$ cat src/rtl/imm_encoder.sv
// Streaming RV32I instruction assembler: range-checks and packs an immediate per opcode format,
// then queues the word in a 2-entry FIFO tagged with an auto-incrementing byte address.
module imm_encoder #(
    parameter int unsigned       ADDR_W    = 32,
    parameter logic [ADDR_W-1:0] BASE_ADDR = '0,
    parameter int unsigned       ERRCNT_W  = 8
) (
    input  logic                clk_i,
    input  logic                rst_i,
    input  logic                req_valid_i,
    output logic                req_ready_o,
    input  logic [4:0]          opcode_i,
    input  logic [4:0]          rd_i,
    input  logic [4:0]          rs1_i,
    input  logic [4:0]          rs2_i,
    input  logic [2:0]          funct3_i,
    input  logic [6:0]          funct7_i,
    input  logic [31:0]         imm_i,
    output logic                instr_valid_o,
    input  logic                instr_ready_i,
    output logic [31:0]         instr_o,
    output logic [ADDR_W-1:0]   instr_addr_o,
    output logic                err_o,
    output logic [ERRCNT_W-1:0] err_cnt_o
);

    localparam logic [4:0] opc_load   = 5'b00000;
    localparam logic [4:0] opc_op_imm = 5'b00100;
    localparam logic [4:0] opc_auipc  = 5'b00101;
    localparam logic [4:0] opc_store  = 5'b01000;
    localparam logic [4:0] opc_op     = 5'b01100;
    localparam logic [4:0] opc_lui    = 5'b01101;
    localparam logic [4:0] opc_branch = 5'b11000;
    localparam logic [4:0] opc_jalr   = 5'b11001;
    localparam logic [4:0] opc_jal    = 5'b11011;

    // ------------------------------------------------------------------
    // Encode stage (combinational, registered by the FIFO write)
    // ------------------------------------------------------------------
    logic [6:0]  opc_full;
    logic        u_ok;
    logic        i_ok;
    logic        j_ok;
    logic        b_ok;
    logic        sh_ok;
    logic        is_shift;
    logic [31:0] enc_word;
    logic        enc_legal;

    assign opc_full = {opcode_i, 2'b11};

    // Each range test asks whether the upper bits are a pure sign extension.
    assign u_ok     = ~|imm_i[11:0];
    assign i_ok     = (&imm_i[31:11]) | (~|imm_i[31:11]);
    assign j_ok     = ((&imm_i[31:20]) | (~|imm_i[31:20])) & ~imm_i[0];
    assign b_ok     = ((&imm_i[31:12]) | (~|imm_i[31:12])) & ~imm_i[0];
    assign sh_ok    = ~|imm_i[31:5];
    assign is_shift = (funct3_i == 3'b001) || (funct3_i == 3'b101);

    always_comb begin
        enc_word  = '0;
        enc_legal = 1'b0;
        unique case (opcode_i)
            opc_lui, opc_auipc: begin
                enc_word  = {imm_i[31:12], rd_i, opc_full};
                enc_legal = u_ok;
            end
            opc_jal: begin
                enc_word  = {imm_i[20], imm_i[10:1], imm_i[11], imm_i[19:12], rd_i, opc_full};
                enc_legal = j_ok;
            end
            opc_jalr, opc_load: begin
                enc_word  = {imm_i[11:0], rs1_i, funct3_i, rd_i, opc_full};
                enc_legal = i_ok;
            end
            opc_op_imm: begin
                if (is_shift) begin
                    enc_word  = {funct7_i, imm_i[4:0], rs1_i, funct3_i, rd_i, opc_full};
                    enc_legal = sh_ok;
                end else begin
                    enc_word  = {imm_i[11:0], rs1_i, funct3_i, rd_i, opc_full};
                    enc_legal = i_ok;
                end
            end
            opc_branch: begin
                enc_word  = {imm_i[12], imm_i[10:5], rs2_i, rs1_i, funct3_i,
                             imm_i[4:1], imm_i[11], opc_full};
                enc_legal = b_ok;
            end
            opc_store: begin
                enc_word  = {imm_i[11:5], rs2_i, rs1_i, funct3_i, imm_i[4:0], opc_full};
                enc_legal = i_ok;
            end
            opc_op: begin
                enc_word  = {funct7_i, rs2_i, rs1_i, funct3_i, rd_i, opc_full};
                enc_legal = 1'b1;
            end
            default: begin
                enc_word  = '0;
                enc_legal = 1'b0;
            end
        endcase
    end

    // ------------------------------------------------------------------
    // Output FIFO, address counter and error bookkeeping
    // ------------------------------------------------------------------
    logic [31:0]         mem_q [2];
    logic                wr_ptr_q;
    logic                rd_ptr_q;
    logic [1:0]          count_q;
    logic [1:0]          count_d;
    logic [ADDR_W-1:0]   addr_q;
    logic                err_q;
    logic [ERRCNT_W-1:0] err_cnt_q;
    logic                accept;
    logic                push;
    logic                pop;

    assign req_ready_o   = (count_q != 2'd2);
    assign instr_valid_o = (count_q != 2'd0);
    assign accept        = req_valid_i & req_ready_o;
    assign push          = accept & enc_legal;
    assign pop           = instr_valid_o & instr_ready_i;

    always_comb begin
        count_d = count_q;
        if (push && !pop) begin
            count_d = count_q + 2'd1;
        end else if (!push && pop) begin
            count_d = count_q - 2'd1;
        end
    end

    always_ff @(posedge clk_i) begin
        if (rst_i) begin
            mem_q[0]  <= '0;
            mem_q[1]  <= '0;
            wr_ptr_q  <= 1'b0;
            rd_ptr_q  <= 1'b0;
            count_q   <= 2'd0;
            addr_q    <= BASE_ADDR;
            err_q     <= 1'b0;
            err_cnt_q <= '0;
        end else begin
            if (push) begin
                mem_q[wr_ptr_q] <= enc_word;
                wr_ptr_q        <= ~wr_ptr_q;
            end
            if (pop) begin
                rd_ptr_q <= ~rd_ptr_q;
                addr_q   <= addr_q + ADDR_W'(4);
            end
            count_q <= count_d;
            err_q   <= accept & ~enc_legal;
            if (accept && !enc_legal && !(&err_cnt_q)) begin
                err_cnt_q <= err_cnt_q + ERRCNT_W'(1);
            end
        end
    end

    assign instr_o      = instr_valid_o ? mem_q[rd_ptr_q] : 32'h0;
    assign instr_addr_o = addr_q;
    assign err_o        = err_q;
    assign err_cnt_o    = err_cnt_q;

endmodule

$ cat config.mk
export PLATFORM = sky130hd
export DESIGN_NAME = imm_encoder
export DESIGN_NICKNAME = d
export VERILOG_FILES = /design/src/rtl/imm_encoder.sv
export SDC_FILE = /design/constraint.sdc
export NUM_CORES = 1
export LEC_CHECK = 0
export ABC_AREA = 1
export BUFFER_PORTS_ARGS = -buffer_cell sky130_fd_sc_hd__buf_4
export CAP_MARGIN = 0
export CORE_AREA = 4 4 94 118
export DETAILED_ROUTE_END_ITERATION = 6
export DIE_AREA = 0 0 98 122
export PLACE_DENSITY = 0.93
export SLEW_MARGIN = 10
export SYNTH_ARGS = -nofsm -noshare
export SYNTH_HDL_FRONTEND = slang
export SYNTH_SLANG_ARGS = --single-unit
$ cat constraint.sdc
create_clock -name clk_i -period 4.65 [get_ports clk_i]
set_clock_uncertainty 0.05 [all_clocks]
set_input_delay 0.6975 -clock clk_i [delete_from_list [all_inputs] [get_ports clk_i]]
set_output_delay 0.6975 -clock clk_i [all_outputs]
set_load 0.1 [all_outputs]
Word level (Yosys, flattened, before mapping)
Memories as Yosys holds them, arrays and structs flattened. A register that Yosys moved wholly into a read port is not among the register bits.
Cells that the tools add are included.
{ "op_classes": {"addsub": 4, "eq_ne": 11, "mux": 17, "bitwise": 13, "n_reduce_logical": 30} }
{ "ops": {"columns": ["operator", "n"], "rows": [
  ["$pmux W32 S7", 1],
  ["$mux W32", 3],
  ["$add A32 B3 Y32 const B", 1],
  ["$reduce_or A32 Y1", 1],
  ["$reduce_or A27 Y1", 1],
  ["$reduce_or A12 Y1", 2],
  ["$reduce_and A21 Y1", 1],
  ["$reduce_or A21 Y1", 1],
  ["$reduce_and A20 Y1", 1],
  ["$reduce_or A20 Y1", 1],
  ["$eq A5 B4 Y1 const B", 3],
  ["$eq A5 B5 Y1 const B", 3],
  ["$reduce_and A12 Y1", 1],
  ["$eq A5 B3 Y1 const B", 2],
  ["$mux W1", 10],
  ["$logic_not A1 Y1", 9],
  ["$add A8 B1 Y8 const B", 1],
  ["$reduce_and A8 Y1", 1],
  ["$and A1 B1 Y1", 6],
  ["$pmux W1 S6", 1],
  ["$logic_not A5 Y1", 1],
  ["$logic_and A1 B1 Y1", 4],
  ["$mux W2", 2],
  ["$not A1 Y1", 4],
  ["10 further kinds", 14]
]} }
{ "totals": {"regBits": 45, "ram_bits": 64, "in_bits": 66, "out_inout_bits": 75, "word_cells": 82, "memories": 1} }
{ "mem_list": {"columns": ["name", "depth", "width", "read_ports", "rd_clocked_by_memory_dff", "write_ports", "line", "source"], "rows": [
  ["mem_q", 2, 32, 1, 1, 2, "108", "logic [31:0] mem_q [2];"]
]} }

Logic depth before layout (Yosys ltp)
Gate-level depths: netlist of the first run.
{ "depth": {"word_depth": 11, "mapped_depth": 15, "mapped_depth_nobuf": 15} }

Worst setup path after synthesis of the first run
Ideal clock, no wire load.
{ "synth_timing": {"path_kind": "register to output", "startpoint": "reg with a tool-made name", "endpoint": "out instr_o[1]", "t_arrival_ns": 2.762, "slack_ns": 1.140, "path_stages_with_launch": 6, "n_path_buf": 2, "path_cell_list": "dfxtp_1 > inv_1 > clkbuf_1 > nand2_1 > a21oi_1 > buf_4"} }
{ "synth_rtl": {"columns": ["element", "line", "source"], "rows": [
  ["end: declaration", "21", "output logic [31:0] instr_o,"]
]} }

==> results of run 1 <==
[final cells by class]
class	instances	area (sq um)	area share [%]
Tap cell	129	161	2.29
Timing Repair Buffer	142	1070	15.1
Clock buffer	10	229	3.25
Inverter	62	233	3.30
Sequential cell	106	2740	38.9
Clock inverter	6	35.0	0.497
Multi-Input combinational cell	521	2590	36.7
[flip-flops by register name, indices dropped and copies added, names as in the netlist, named ones only]
| signal | cells |
|---|---|
| mem_q | 62 |
| rd_ptr_q | 1 |
| err_o | 1 |
| instr_addr_o | 30 |
| wr_ptr_q | 1 |
| count_q | 2 |
| err_cnt_o | 8 |
[where the power goes]
| group | internal, mW | leakage [nW] | total (mW) | switching (mW) |
|---|---|---|---|---|
| combinational | 0.129 | 1.78 | 0.584 | 0.455 |
| clock | 0.359 | 0.126 | 0.682 | 0.323 |
| sequential | 1.02 | 0.996 | 1.03 | 0.0144 |
[through the flow]
stage	setup WS (ns)	utilization, %	cells	cell area [sq um]
floorplan	1.14	-	714	5700
global placement	1.11	67.9	960	6790
detailed placement	1.05	67.9	960	6790
CTS	1.40	70.5	976	7050
global route	1.14	70.5	976	7050
finish	1.40	70.5	976	7050
[cell usage in the layout, fill, tap and decap left out, types with 2 or more instances in the layout]
cell       netlist  final
nor3b_1          2      2
clkinv_1         1      2
clkbuf_16        0      9
a31oi_1          2      2
clkinv_2         0      2
o21a_1           2      2
xor2_1          12     12
nor2_1         111    110
nand3_1         31     31
inv_1           56     56
a21oi_1         69     69
a22oi_1         12     12
xnor2_1          4      4
conb_1           1      2
a32o_1           5      5
o22ai_1          2      2
a221oi_1         3      3
dfxtp_1         44     44
o21ai_0         18     18
nor2_2          31     32
nor2_4           7      7
buf_4            4    142
nor3_1           8      8
inv_2            5      5
nand2_2          2      2
edfxtp_1        62     62
nand2_1        166    166
nand4_1         17     17
ha_1             3      3
[critical path, delay by kind of cell]
kind            cells  cell delay (ns)
compound gates      1             0.17
buf+inv             4             0.97
simple gates        8             1.41
[cells by family after synthesis]
| kind of cell | after synthesis |
|---|---|
| simple gates | 383 |
| fa+ha+maj | 3 |
| buf+inv | 87 |
| xor+xnor | 16 |
| other cells | 1 |
| compound gates | 117 |
| flops | 106 |
[layer usage]
metal	vias to the layer above	part of all wire (%)	wire length (um)	global-route usage (%)
met1	2483	39	5850	30.5
met5	-	0	0	0
li1	2634	-	-	-
met2	256	50	7460	42.2
met4	0	4.2	629	14.3
met3	45	7.1	1070	4.70
[how the worst max path moves through the flow]
stage                   endpoint  slack, ns  cells after the start
detailed placement   mem_q[1][7]       1.05                     13
global placement     mem_q[1][5]       1.11                     13
finish              mem_q[1][11]       1.40                     13
global route        mem_q[1][31]       1.14                     13
CTS                 mem_q[1][11]       1.40                     13
floorplan             instr_o[1]       1.14                      5
==> results_dict.tcl, run 1 <==
set metrics [dict create \
    start_util_pct 56.9 \
    yosysTopAreaCell "edfxtp_1" \
    synth.distinct_cells 42 \
    synthSimpleGateAreaFrac_pct 30.4 \
    yosys_warnings 0 \
    cp_data_arrival_time_ns 3.27 \
    r2r_slack_ns 2.25 \
    ys_ff_latch 106 \
    cts_tree "built" \
    area.growth.synth_to_final_pct 23.9 \
    period_share_pct 69.8 \
    critical_path_class "in -> reg" \
    worstPathRequired_ns 4.68 \
    grt_max_degree 33 \
    htreeDepth 3 \
    die_h_um 122 \
    finalPower_mw 2.30 \
    hold_start "rd_ptr_q" \
    cpMaxStageDelayCell "nand2_1" \
    cp-end-kind "flop" \
    firstDrtPassIters 5 \
    path_max_fanout 31 \
    die_area_sq_mm 0.0120 \
    antenna_found_initial 0 \
    hold_path_end "rd_ptr_q" \
    clk_latency_ns 0.34 \
    synth_cells 713 \
    vias_per_cell 5.55 \
    clkTransAtPathRegs_ns 0.06 \
    min_path_type "reg -> reg" \
    synth.area.top_cells "edfxtp_1 33%, dfxtp_1 15%, nand2_1 11%" \
    rsz0062_at_grt "false" \
    cts_setup_buffers 0 \
    wirelength_um 15000 \
    slew_violations 0 \
    place_congestion 1.01 \
    final_layout_size_suffix_gt1_share_pct 24.4 \
    start_kind "input port" \
    synth_top_flop_cell "edfxtp_1" \
    rows 41 \
    tns_ns 0 \
    clockBufferDepth 2 \
    grt_pass1_wl_um 24100 \
    yosys.area.top_type_share_pct 32.7 \
    vias 5418 \
    worst_r2r_endpoint "mem_q[1][11]" \
    ys_async_sr_fraction_pct 0 \
    worst_slew_pin_slew_ns 0.948 \
    hold_viol_final 0 \
    crit_chain "buf_4 -> inv_1 -> nand2_1 -> nor2_4 -> nand2_2 -> o21bai_1 -> nor2_1 -> nor2_2 -> nor2_4 -> nor3_4 -> inv_2 -> nand2_1 -> buf_4" \
    synth_top_family_by_area "simple AND/OR/NAND/NOR gates" \
    fin_nets 911 \
    drtIter0Drc 348 \
    hpwl_um 11200 \
    n_fill_cell 779 \
    p_leak_nw 2.91 \
    cts.sinks 106 \
    drc 0 \
    min_period_ns 3.25 \
    grt_pass1_vias 5155 \
    routedWlPerCell_um 15.4 \
    io_pins 141 \
    worstReg2RegStart "count_q[0]" \
    syn_area_per_cell_sq_um 7.98 \
    synth_common_cells "166 x nand2_1, 111 x nor2_1, 69 x a21oi_1" \
    core_area_sq_mm 0.0100 \
    synth.area.mux_share_pct 0 \
    maxSlewHeadroom_pct 36.7 \
    antenna_cells 0 \
    grt_use_total_pct 25.2 \
    synth.yosys.seq_area_share_pct 48.2 \
    overflow 0 \
    portBuffers 138 \
    critPathLaunch "opcode_i[0]" \
    ant_nets 0 \
    cts_made_buffers 9 \
    hold_buffers 0 \
    synth_compound_area_share_pct 11.8 \
    slowest_delay_ns 0.41 \
    vdd_drop_max_mv 0.170 \
    postCtsResizedCells 0 \
    max_freq_ghz 0.308 \
    root_buffer "clkbuf_16" \
    synth.cell_area_sq_mm 0.00569 \
    drv_cap 0 \
    die-width_um 98 \
    cellPowerDensity_mw_per_mm2 326 \
    timing.hold.ws_ns 0.410 \
    worst_r2r_path_depth 7 \
    synth_edf_count 62 \
    synthAdderAreaFrac_pct 0.659 \
    post-synth-top-count-cell "nand2_1" \
    min_path_cells 1 \
    finalSetupViolations 0 \
    synthXorXnorAreaFrac_pct 2.46 \
    outcome "finished, final reports clean" \
]
Power figures use the tool's default switching activity.
==> run 2: changes to the inputs <==
- CORE_AREA: 4 4 94 118 -> 4 4 102 128
- DIE_AREA: 0 0 98 122 -> 0 0 106 132
- PLACE_DENSITY: 0.93 -> 0.84
- clock period: 4.65 -> 2.62 ns (I/O delays scaled with it)
==> run 2 against run 1 <==
Die area rose by 17%. Largest cell class unchanged. Cell area increased by 4.2%. Critical path depth shrank 9. Non-clock buffer count up 13. First-iteration DRC count decreased by 7.2%. Sequential power up 79%. Hold slack worse by 0.049 ns. Global-route usage is 3.1 points lower. Critical path type is now reg -> out. Worst setup slack got worse by 1.2 ns. Utilization down 8.9 points. Routed wire length is 1.3% higher. Sequential cell count did not move. Highest routed layer unchanged.
==> results_dict.tcl, run 2 (synthesized netlist as in run 1, its figures left out) <==
set metrics [dict create \
    top_layer "met4" \
    n_fill_cell 1035 \
    wl_met2_um 7810 \
    period_share_pct 90.5 \
    ant_nets 0 \
    drtIter0Drc 323 \
    min_path_cells 3 \
    cellPowerDensity_mw_per_mm2 586 \
    cp_data_arrival_time_ns 1.93 \
    vias 5314 \
    largest_register_ffs 62 \
    overflow 0 \
    hpwl_um 11800 \
    wirelength_um 15200 \
    hold_buffers 0 \
    worstPathRequired_ns 2.18 \
    finalPower_mw 4.31 \
    rsz0062_at_grt "false" \
    root_buffer "clkbuf_16" \
    grt_pass1_vias 5142 \
    start_kind "flop" \
    antenna_cells 0 \
    worstReg2RegStart "count_q[1]" \
    final_layout_size_suffix_gt1_share_pct 28.4 \
    cts_tree "built" \
    worst_slew_pin_slew_ns 0.675 \
    final_common_cell "nand2_1" \
    htreeDepth 3 \
    cts_made_buffers 9 \
    vias_per_cell 5.19 \
    max_freq_ghz 0.422 \
    routedWlPerCell_um 14.9 \
    io_pins 141 \
    area.growth.synth_to_final_pct 29.2 \
    rows 45 \
    hold_start "rs1_i[1]" \
    drt-met1-wl_um 6130 \
    p_leak_nw 3.00 \
    setup_slack_ns 0.249 \
    worst_r2r_path_depth 9 \
    clockBufferDepth 2 \
    slew_violations 0 \
    outcome "finished, final reports clean" \
    fin_nets 924 \
    pre_cts_ws_ns 0.112 \
    firstDrtPassIters 6 \
    start_util_pct 47.7 \
    postCtsResizedCells 0 \
    portBuffers 138 \
    clkTransAtPathRegs_ns 0.08 \
    cp-end-kind "output pin" \
    drc 0 \
    maxSlewHeadroom_pct 55.0 \
    core_area_sq_mm 0.0119 \
    antenna_found_initial 0 \
    die_area_sq_mm 0.0140 \
    path_max_fanout 21 \
    finalSetupViolations 0 \
    vdd_drop_max_mv 0.442 \
    min_period_ns 2.37 \
    wl_met3_um 919 \
    critical_path_class "reg -> out" \
    drv_cap 0 \
    cts_setup_buffers 0 \
    clk_latency_ns 0.35 \
    final_cell_mix "164 x nand2_1, 153 x buf_4, 110 x nor2_1" \
    die-width_um 106 \
    hold_viol_final 0 \
    grt_max_degree 32 \
    cts.sinks 106 \
    die_h_um 132 \
    grt_pass1_wl_um 24700 \
    top_register "mem_q" \
    grt_use_total_pct 22.1 \
    place_congestion 0.998 \
    min_path_type "in -> reg" \
]
[run 2: cell type report]
class / count / area, sq um / area share, %
Clock buffer: 9 / 225 / 3.06
Clock inverter: 7 / 82.6 / 1.12
Inverter: 62 / 233 / 3.17
Multi-Input combinational cell: 521 / 2680 / 36.4
Sequential cell: 106 / 2740 / 37.3
Tap cell: 164 / 205 / 2.79
Timing Repair Buffer: 155 / 1190 / 16.2
[run 2: routing by layer]
layer	GRT usage, %	vias up
met5	0	-
met4	8.21	0
met3	4.31	28
met2	38.7	200
met1	26.7	2428
li1	-	2658
[run 2: worst max-delay path, cell delays in order (launching register included)]
cell	delay, ns
dfxtp_1	0.58
buf_4	0.33
nand2_1	0.08
a21oi_1	0.25
buf_4	0.34
[run 2: power breakdown]
| group | leakage (nW) | total [mW] | internal [mW] | switching [mW] |
|---|---|---|---|---|
| Clock | 0.152 | 1.40 | 0.762 | 0.637 |
| Sequential | 0.996 | 1.84 | 1.81 | 0.0314 |
| Combinational | 1.85 | 1.07 | 0.249 | 0.825 |
| Total | 3.00 | 4.31 | 2.82 | 1.49 |
[run 2: final timing paths]
path,slack (ns),end
max,0.25,instr_o[20]
max reg2reg,0.55,instr_addr_o[28]
min,0.36,mem_q[0][16]
min reg2reg,0.40,rd_ptr_q
[run 2: metrics by stage]
stage	utilization, %	TNS (ns)	hold slack, ns	instances	area, sq um
finish	61.6	0	0.361	1024	7350
global route	61.6	0	0.365	1024	7350
CTS	61.6	0	0.350	1024	7350
detailed placement	59.0	0	0.395	1008	7040
global placement	59.0	0	0.384	1008	7040
floorplan	-	-0.373	0.376	714	5780
==> run 3: changes to the inputs <==
- CORE_AREA: 4 4 102 128 -> 5 5 100 121
- DIE_AREA: 0 0 106 132 -> 0 0 105 126
- PLACE_DENSITY: 0.84 -> 0.87
- clock period: 2.62 -> 2.4 ns (I/O delays scaled with it)
==> run 3 against run 2 <==
Sequential power increased by 9%. Critical path depth increased by 1. Final cell count decreased by 2.6%. Register-to-register slack got worse by 0.23 ns. Power increased by 4.9%. Global-route usage increased by 0.82 points. Via count increased by 1.3%. Largest cell class unchanged.
==> results_dict.tcl, run 3 (synthesized netlist as in run 1, its figures left out) <==
set metrics [dict create \
    outcome "finished, final reports clean" \
    grt_pass1_vias 5136 \
    htreeDepth 3 \
    die_h_um 126 \
    vias_per_cell 5.40 \
    postCtsResizedCells 0 \
    grt_max_degree 32 \
    cellPowerDensity_mw_per_mm2 613 \
    antenna_found_initial 0 \
    wirelength_um 15200 \
    final_cell_mix "163 x nand2_1, 153 x buf_4, 110 x nor2_1" \
    n_fill_cell 881 \
    min_period_ns 2.22 \
    area.growth.synth_to_final_pct 29.6 \
    final_common_cell "nand2_1" \
    drtIter0Drc 303 \
    vdd_drop_max_mv 0.349 \
    cts.sinks 106 \
    grt_pass1_wl_um 24500 \
    root_buffer "clkbuf_16" \
    max_freq_ghz 0.450 \
    cp_data_arrival_time_ns 1.81 \
    finalSetupViolations 0 \
    rsz0062_at_grt "false" \
    start_kind "flop" \
    grt_use_total_pct 22.9 \
    io_pins 141 \
    final_cells 997 \
    clkTransAtPathRegs_ns 0.07 \
    cts_setup_buffers 0 \
    cp-end-kind "output pin" \
    drv_cap 0 \
    worstPathRequired_ns 1.99 \
    overflow 0 \
    place_congestion 0.963 \
    path_max_fanout 20 \
    die-width_um 105 \
    dpl.cell_count 981 \
    clk_latency_ns 0.35 \
    fin_nets 929 \
    top_register "mem_q" \
    drc 0 \
    antenna_cells 0 \
    hold_viol_final 0 \
    hold_buffers 0 \
    hpwl_um 11900 \
    slew_violations 0 \
    cts_tree "built" \
    largest_register_ffs 62 \
    rows 42 \
    slowest_delay_ns 0.34 \
    start_util_pct 52.6 \
    vias 5385 \
    die_area_sq_mm 0.0132 \
    crit_chain "inv_1 -> buf_12 -> nand2_1 -> a21oi_1 -> buf_4" \
    cts_made_buffers 9 \
    routedWlPerCell_um 15.2 \
    clockBufferDepth 2 \
    min_path_type "in -> reg" \
    p_leak_nw 3.03 \
    firstDrtPassIters 5 \
    period_share_pct 92.6 \
    portBuffers 138 \
    critical_path_class "reg -> out" \
    ant_nets 0 \
    cpMaxStageDelayCell "buf_4" \
    timing.hold.ws_ns 0.329 \
    core_area_sq_mm 0.0108 \
    final_layout_size_suffix_gt1_share_pct 28.9 \
]
[run 3: cell types whose count changed in the layout (fill, tap and decap cells not counted), sizes merged]
| cell | change |
|---|---|
| clkinvlp | +1 |
| buf | +5 |
| clkbuf | +2 |
| inv | -5 |
| clkinv | +3 |
| bufinv | -1 |
[run 3: worst max-delay path, delay by kind of cell, from the launching register on]
kind	cells	cell delay (ns)
buffers and inverters	3	0.85
DFF	1	0.32
AOI/OAI and AO/OA	1	0.23
and+or+nand+nor	1	0.06
[run 3: worst paths after layout]
kind | from | depth (start not counted) | slack, ns | to
worst max-delay path | flop | 5 | 0.18 | instr_o[20]
worst min-delay path | rst_i | 2 | 0.33 | instr_addr_o[24]
worst max register to register | count_q[1] | 9 | 0.32 | instr_addr_o[28]
worst min register to register | rd_ptr_q | 1 | 0.41 | rd_ptr_q
[run 3: layout make-up]
class	instances	area [sq um]	area share [%]
clock buffers	11	233	3.15
clock inverters	5	31.3	0.424
inverters	62	233	3.15
multi-input cells	521	2680	36.4
flip-flops and latches	106	2750	37.2
well taps	132	165	2.24
repair buffers	160	1290	17.5
[run 3: layer usage]
layer	share of wire (%)	track usage, %	up-vias
li1	-	-	2678
met1	39	27.0	2424
met2	49	39.5	236
met3	7.6	4.71	47
met4	4.3	11.1	0
met5	0	0	-
[run 3: report_power, final]
group / total [mW] / switching (mW) / internal [mW]
Sequential: 2.01 / 0.0309 / 1.97
Combinational: 1.20 / 0.913 / 0.284
Clock: 1.32 / 0.621 / 0.700
Total: 4.52 / 1.56 / 2.96
[run 3: per-stage QoR]
step           setup TNS, ns  power (mW)  instance area [sq um]  worst slack [ns]  utilization [%]
2_1_floorplan          -2.40        2.88                   5790            -0.227                -
3_3_place_gp               0        3.23                   7110            0.0736             65.7
3_5_place_dp               0        3.24                   7110            0.0501             65.7
4_1_cts                    0        4.55                   7380             0.158             68.2
5_1_grt                    0        4.68                   7380            0.0810             68.2
6_report                   0        4.52                   7380             0.179             68.2
